$ cat src/rtl/s2p_sched_pkg.sv
// Shared types and defaults for the serial-to-parallel frame scheduler.
package s2p_sched_pkg;

    localparam int N_LANES_DEF    = 4;
    localparam int FRAME_BITS_DEF = 8;

    typedef enum logic [1:0] {
        ST_IDLE  = 2'd0,
        ST_SHIFT = 2'd1,
        ST_DONE  = 2'd2,
        ST_ABORT = 2'd3
    } sched_state_t;

    // Single-step modular wrap; callers never exceed 2*n-1.
    function automatic int rr_wrap(input int v, input int n);
        return (v >= n) ? (v - n) : v;
    endfunction

endpackage

$ cat src/rtl/s2p_rr_arbiter.sv
// Combinational round-robin pick: first requesting lane at or after ptr, with wrap.
module s2p_rr_arbiter
    import s2p_sched_pkg::*;
#(
    parameter int N_LANES = N_LANES_DEF,
    parameter int LW      = $clog2(N_LANES)
) (
    input  logic [N_LANES-1:0] req,
    input  logic [LW-1:0]      ptr,
    output logic [N_LANES-1:0] gnt,
    output logic [LW-1:0]      idx,
    output logic               any
);

    logic [LW-1:0] cand_s;
    logic          hit_s;

    // Scan lanes in rotation order; only the first hit may set a grant bit.
    always_comb begin
        gnt    = '0;
        idx    = '0;
        any    = 1'b0;
        cand_s = '0;
        hit_s  = 1'b0;
        for (int i = 0; i < N_LANES; i++) begin
            cand_s      = LW'(rr_wrap(int'(ptr) + i, N_LANES));
            hit_s       = req[cand_s] & ~any;
            gnt[cand_s] = gnt[cand_s] | hit_s;
            idx         = hit_s ? cand_s : idx;
            any         = any | hit_s;
        end
    end

endmodule

$ cat src/rtl/s2p_frame_scheduler.sv
// Serial-to-parallel frame scheduler: grants one lane at a time round-robin and
// assembles FRAME_BITS LSB-first serial bits from it into a parallel frame.
module s2p_frame_scheduler
    import s2p_sched_pkg::*;
#(
    parameter int N_LANES    = N_LANES_DEF,
    parameter int FRAME_BITS = FRAME_BITS_DEF
) (
    input  logic                       clk,
    input  logic                       rst_n,
    input  logic [N_LANES-1:0]         req_i,
    input  logic [N_LANES-1:0]         serial_i,
    input  logic [N_LANES-1:0]         valid_i,
    output logic [N_LANES-1:0]         gnt_o,
    output logic [FRAME_BITS-1:0]      data_o,
    output logic [$clog2(N_LANES)-1:0] lane_o,
    output logic                       valid_o,
    output logic                       err_o,
    output logic                       busy_o
);

    localparam int            LW       = $clog2(N_LANES);
    localparam int            CW       = (FRAME_BITS > 1) ? $clog2(FRAME_BITS) : 1;
    localparam logic [LW-1:0] LAST_IDX = LW'(N_LANES - 1);
    localparam logic [CW-1:0] CNT_LAST = CW'(FRAME_BITS - 1);

    sched_state_t          state_r;
    logic [N_LANES-1:0]    gnt_r;
    logic [LW-1:0]         cur_lane_r;
    logic [LW-1:0]         last_lane_r;
    logic [CW-1:0]         cnt_r;
    logic [FRAME_BITS-1:0] shreg_r;
    logic [FRAME_BITS-1:0] data_r;
    logic [LW-1:0]         lane_r;
    logic                  valid_r;
    logic                  err_r;
    logic                  busy_r;

    logic [LW-1:0]         ptr_s;
    logic [N_LANES-1:0]    win_gnt_s;
    logic [LW-1:0]         win_idx_s;
    logic                  win_any_s;
    logic                  accept_s;
    logic                  final_s;
    logic                  req_held_s;

    assign ptr_s      = (last_lane_r == LAST_IDX) ? {LW{1'b0}} : (last_lane_r + LW'(1));
    assign accept_s   = valid_i[cur_lane_r];
    assign req_held_s = req_i[cur_lane_r];
    assign final_s    = accept_s && (cnt_r == CNT_LAST);

    s2p_rr_arbiter #(
        .N_LANES (N_LANES),
        .LW      (LW)
    ) u_arb (
        .req (req_i),
        .ptr (ptr_s),
        .gnt (win_gnt_s),
        .idx (win_idx_s),
        .any (win_any_s)
    );

    // Frame FSM with all datapath and output registers.
    always_ff @(posedge clk or negedge rst_n) begin
        if (!rst_n) begin
            state_r     <= ST_IDLE;
            gnt_r       <= '0;
            cur_lane_r  <= '0;
            last_lane_r <= LAST_IDX;
            cnt_r       <= '0;
            shreg_r     <= '0;
            data_r      <= '0;
            lane_r      <= '0;
            valid_r     <= 1'b0;
            err_r       <= 1'b0;
            busy_r      <= 1'b0;
        end else begin
            valid_r <= 1'b0;
            err_r   <= 1'b0;
            case (state_r)
                ST_IDLE: begin
                    if (win_any_s) begin
                        gnt_r      <= win_gnt_s;
                        cur_lane_r <= win_idx_s;
                        busy_r     <= 1'b1;
                        state_r    <= ST_SHIFT;
                    end else begin
                        busy_r     <= 1'b0;
                    end
                end
                ST_SHIFT: begin
                    // A final bit arriving with the req drop still completes the frame.
                    if (final_s) begin
                        shreg_r <= {serial_i[cur_lane_r], shreg_r[FRAME_BITS-1:1]};
                        cnt_r   <= '0;
                        gnt_r   <= '0;
                        state_r <= ST_DONE;
                    end else if (!req_held_s) begin
                        shreg_r <= '0;
                        cnt_r   <= '0;
                        gnt_r   <= '0;
                        state_r <= ST_ABORT;
                    end else if (accept_s) begin
                        shreg_r <= {serial_i[cur_lane_r], shreg_r[FRAME_BITS-1:1]};
                        cnt_r   <= cnt_r + CW'(1);
                    end else begin
                        cnt_r   <= cnt_r;
                    end
                end
                ST_DONE: begin
                    valid_r     <= 1'b1;
                    data_r      <= shreg_r;
                    lane_r      <= cur_lane_r;
                    last_lane_r <= cur_lane_r;
                    busy_r      <= 1'b0;
                    state_r     <= ST_IDLE;
                end
                ST_ABORT: begin
                    err_r       <= 1'b1;
                    last_lane_r <= cur_lane_r;
                    busy_r      <= 1'b0;
                    state_r     <= ST_IDLE;
                end
                default: begin
                    gnt_r   <= '0;
                    cnt_r   <= '0;
                    busy_r  <= 1'b0;
                    state_r <= ST_IDLE;
                end
            endcase
        end
    end

    assign gnt_o   = gnt_r;
    assign data_o  = data_r;
    assign lane_o  = lane_r;
    assign valid_o = valid_r;
    assign err_o   = err_r;
    assign busy_o  = busy_r;

endmodule

$ cat config.mk
export PLATFORM = sky130hd
export DESIGN_NAME = s2p_frame_scheduler
export DESIGN_NICKNAME = d
export VERILOG_FILES = /design/src/rtl/s2p_sched_pkg.sv /design/src/rtl/s2p_rr_arbiter.sv /design/src/rtl/s2p_frame_scheduler.sv
export SDC_FILE = /design/constraint.sdc
export NUM_CORES = 1
export LEC_CHECK = 0
export BUFFER_PORTS_ARGS = -buffer_cell sky130_fd_sc_hd__buf_4
export CAP_MARGIN = 25
export CORE_MARGIN = 2
export CORE_UTILIZATION = 30
export DETAILED_ROUTE_END_ITERATION = 10
export GPL_TIMING_DRIVEN = 0
export SKIP_CTS_REPAIR_TIMING = 1
export SYNTH_ARGS = -nofsm -noshare
export SYNTH_HDL_FRONTEND = slang
export SYNTH_SLANG_ARGS = --single-unit
$ cat constraint.sdc
create_clock -name clk -period 2.5 [get_ports clk]
set_input_delay 0.625 -clock clk [delete_from_list [all_inputs] [get_ports clk]]
set_output_delay 0.625 -clock clk [all_outputs]
set_load 0.02 [all_outputs]
==> impl_metrics.env <==
export IMPL_stdcell_area_um2=2980
export IMPL_grt_pass1_wl_mm=8.27
export IMPL_grt_max_degree=35
export IMPL_fp_dieArea_um2=8000
export IMPL_path_buf_inv=3
export IMPL_async_reset_ff_frac=1.00
export IMPL_cp_slowest_cell="dfstp_2"
export IMPL_worstPathCellList="buf_8, inv_8, ha_4, mux4_2, buf_6, a221o_1, a21oi_2, a21oi_2, a21oi_4, a311oi_2"
export IMPL_cp_data_arrival_time_ns=2.80
export IMPL_critPathTopFamily="compound AO/OA/AOI/OAI gates"
export IMPL_n_antenna_cell=0
export IMPL_setup_tns_ns=-0.549
export IMPL_total_power_mw=4.30
export IMPL_ys_types=57
export IMPL_end_kind="flop"
export IMPL_p_leak_nw=1.29
export IMPL_track_usage=0.133
export IMPL_cts_tree="yes"
export IMPL_drive_above_1_share=0.451
export IMPL_skew_ns=0.00599
export IMPL_critPathKind="flop to flop"
export IMPL_ioPinCount=31
export IMPL_finalNonFillerCells=356
export IMPL_antenna_found_initial=0
export IMPL_avgSynthCellArea_um2=10.6
export IMPL_syn_num_nets=228
export IMPL_min_period_ns=2.65
export IMPL_port_buffers=30
export IMPL_initial_core_util=0.305
export IMPL_reg2reg_from="last_lane_r[0]$_DFFE_PN1N_"
export IMPL_timing_slew_headroom=0.561
export IMPL_ir_worst_vdd_uv=516
export IMPL_outcome="finished with violations"
export IMPL_wirelength_mm=5.32
export IMPL_finalSetupViolCount=4
export IMPL_gp_congestion=0.778
export IMPL_r2r_setup_slack_ns=-0.15
export IMPL_p_per_area_nw_per_um2=1440
export IMPL_num_vias=1824
export IMPL_dp_cells=335
export IMPL_multi_input_area_um2=1440
export IMPL_cts_inserted_buffers=5
export IMPL_fp_dieH_um=89.4
export IMPL_yosysWarnings=0
export IMPL_worst_pin_slew_ns=0.659
export IMPL_rsz0062_at_grt="yes"
export IMPL_synth_edf_count=0
export IMPL_layout_common_cells="buf_4, dfrtp_1, nand2_1"
export IMPL_crit_path_frequent_cell="a21oi_2"
export IMPL_place_hpwl_mm=3.85
export IMPL_cts_sinks=34
export IMPL_cts_buffer_depth=2
export IMPL_root_buffer="clkbuf_8"
export IMPL_netlist_area_um2=2190
export IMPL_r2r_end="gnt_o[2]$_DFFE_PN0P_"
export IMPL_synth_main_ff_cell="dfrtp_1"
export IMPL_routed_wire_length_per_instance_um=14.9
export IMPL_hold_violations=0
export IMPL_slew_violations=0
export IMPL_max_stage_delay_ns=0.60
export IMPL_synthCells=206
export IMPL_clkTransAtPathRegs_ns=0.07
export IMPL_insertion_delay_ns=0.28
export IMPL_layout_commonest_cell="buf_4"
export IMPL_seq_area_frac_synth=0.390
export IMPL_die_w_um=89.4
export IMPL_nFillCells=704
export IMPL_hp_class="input port to async pin"
export IMPL_drcViolationCount=0
export IMPL_hold_slack_ns=0.281
export IMPL_grt_pass1_vias=1675
export IMPL_drtIter0Drc=97
export IMPL_layout_area_seq_um2=853
export IMPL_finalCritPeriodShare=1.06
export IMPL_avgViaCountPerCell=5.12
export IMPL_rows=31
export IMPL_cp_start_kind="flop"
export IMPL_dpl_instance_area_um2=2580
export IMPL_area_growth_pct=36.3
export IMPL_max_cap_viol_count=0
export IMPL_worstRegToRegCells=10
export IMPL_path_max_fanout=6
export IMPL_grt_ovfl_total=0
export IMPL_first_pass_iters=4
export IMPL_max_freq_mhz=378
export IMPL_htreeDepth=2
export IMPL_required_ns=2.65
export IMPL_setup_slack_ns=-0.149
export IMPL_violations="negative setup slack"
export IMPL_synth_seq_cells=34
export IMPL_ant_nets=0
export IMPL_core_area_um2=7180
export IMPL_num_nets_final=278
## power breakdown
group,internal [mW],switching [mW]
Sequential,0.752,0.162
Combinational,1.38,1.61
Clock,0.222,0.179
## cells by family (layout without fill, tap and decap cells)
logic type,count (synthesis),in the layout,synth area share
AO/OA/AOI/OAI,73,73,0.260
adder cells (fa/ha/maj),8,8,0.0457
buffers and inverters,19,70,0.0509
flip-flops,34,34,0.390
multiplexers,23,23,0.143
AND/OR/NAND/NOR,49,49,0.111
## cell type report
cell class	instances	area share
Buffer	10	0.0302
Sequential cell	34	0.286
Timing Repair Buffer	44	0.116
Tap cell	99	0.0415
Multi-Input combinational cell	153	0.483
Clock buffer	7	0.0289
Inverter	8	0.0126
Clock inverter	1	0.00168
## worst reg2reg max path, stage by stage, from the launching register on
cell	delay [ns]
dfstp_2	0.60
buf_8	0.13
inv_8	0.04
ha_4	0.25
mux4_2	0.39
buf_6	0.19
a221o_1	0.34
a21oi_2	0.16
a21oi_2	0.07
a21oi_4	0.23
a311oi_2	0.12
## worst max path at each step
stage	startpoint	end	cells past startpoint	slack, ns
6_report	last_lane_r[0]$_DFFE_PN1N_	gnt_o[2]$_DFFE_PN0P_	10	-0.15
5_1_grt	last_lane_r[0]$_DFFE_PN1N_	gnt_o[0]$_DFFE_PN0P_	10	-0.24
2_1_floorplan	last_lane_r[0]$_DFFE_PN1N_	gnt_o[2]$_DFFE_PN0P_	10	-0.06
3_3_place_gp	last_lane_r[0]$_DFFE_PN1N_	gnt_o[0]$_DFFE_PN0P_	10	-0.37
3_5_place_dp	last_lane_r[0]$_DFFE_PN1N_	gnt_o[0]$_DFFE_PN0P_	10	-0.43
4_1_cts	last_lane_r[0]$_DFFE_PN1N_	gnt_o[0]$_DFFE_PN0P_	10	-0.44
## cells in the mapped netlist (4+ instances only)
| library cell | instances | area (um2) |
|---|---|---|
| nand3_1 | 4 | 20.0 |
| a22o_1 | 10 | 87.6 |
| mux4_2 | 5 | 113 |
| mux2_2 | 12 | 135 |
| inv_1 | 7 | 26.3 |
| ha_1 | 8 | 100 |
| nand2_1 | 15 | 56.3 |
| o31ai_1 | 4 | 30.0 |
| a21boi_0 | 4 | 30.0 |
| o21ai_0 | 5 | 25.0 |
| a21oi_1 | 10 | 50.1 |
| mux2i_1 | 5 | 50.1 |
| nor2_1 | 11 | 41.3 |
| dfrtp_1 | 32 | 801 |
| nor3_1 | 4 | 20.0 |
| nand2b_1 | 4 | 25.0 |
## state kept, by name (all words and copies together), names as in the netlist
register / count
cnt_r: 3
gnt_o: 4
lane_o: 2
busy_o: 1
cur_lane_r: 2
last_lane_r: 2
valid_o: 1
state_r: 2
err_o: 1
shreg_r: 8
data_o: 8
## metrics by stage
| step | worst slack [ns] | utilization |
|---|---|---|
| floorplan | -0.0609 | - |
| global placement | -0.365 | 0.360 |
| detailed placement | -0.429 | 0.360 |
| CTS | -0.438 | 0.372 |
| global route | -0.238 | 0.416 |
| finish | -0.149 | 0.416 |
## layer usage
metal | track usage | vias up | part of all wire
met2 | 0.226 | 34 | 0.50
met3 | 0.0222 | 10 | 0.030
met1 | 0.175 | 901 | 0.45
met4 | 0.0393 | 0 | 0.016
li1 | - | 879 | -
met5 | 0 | - | 0
No activity file was read; power rests on OpenSTA's default activity.
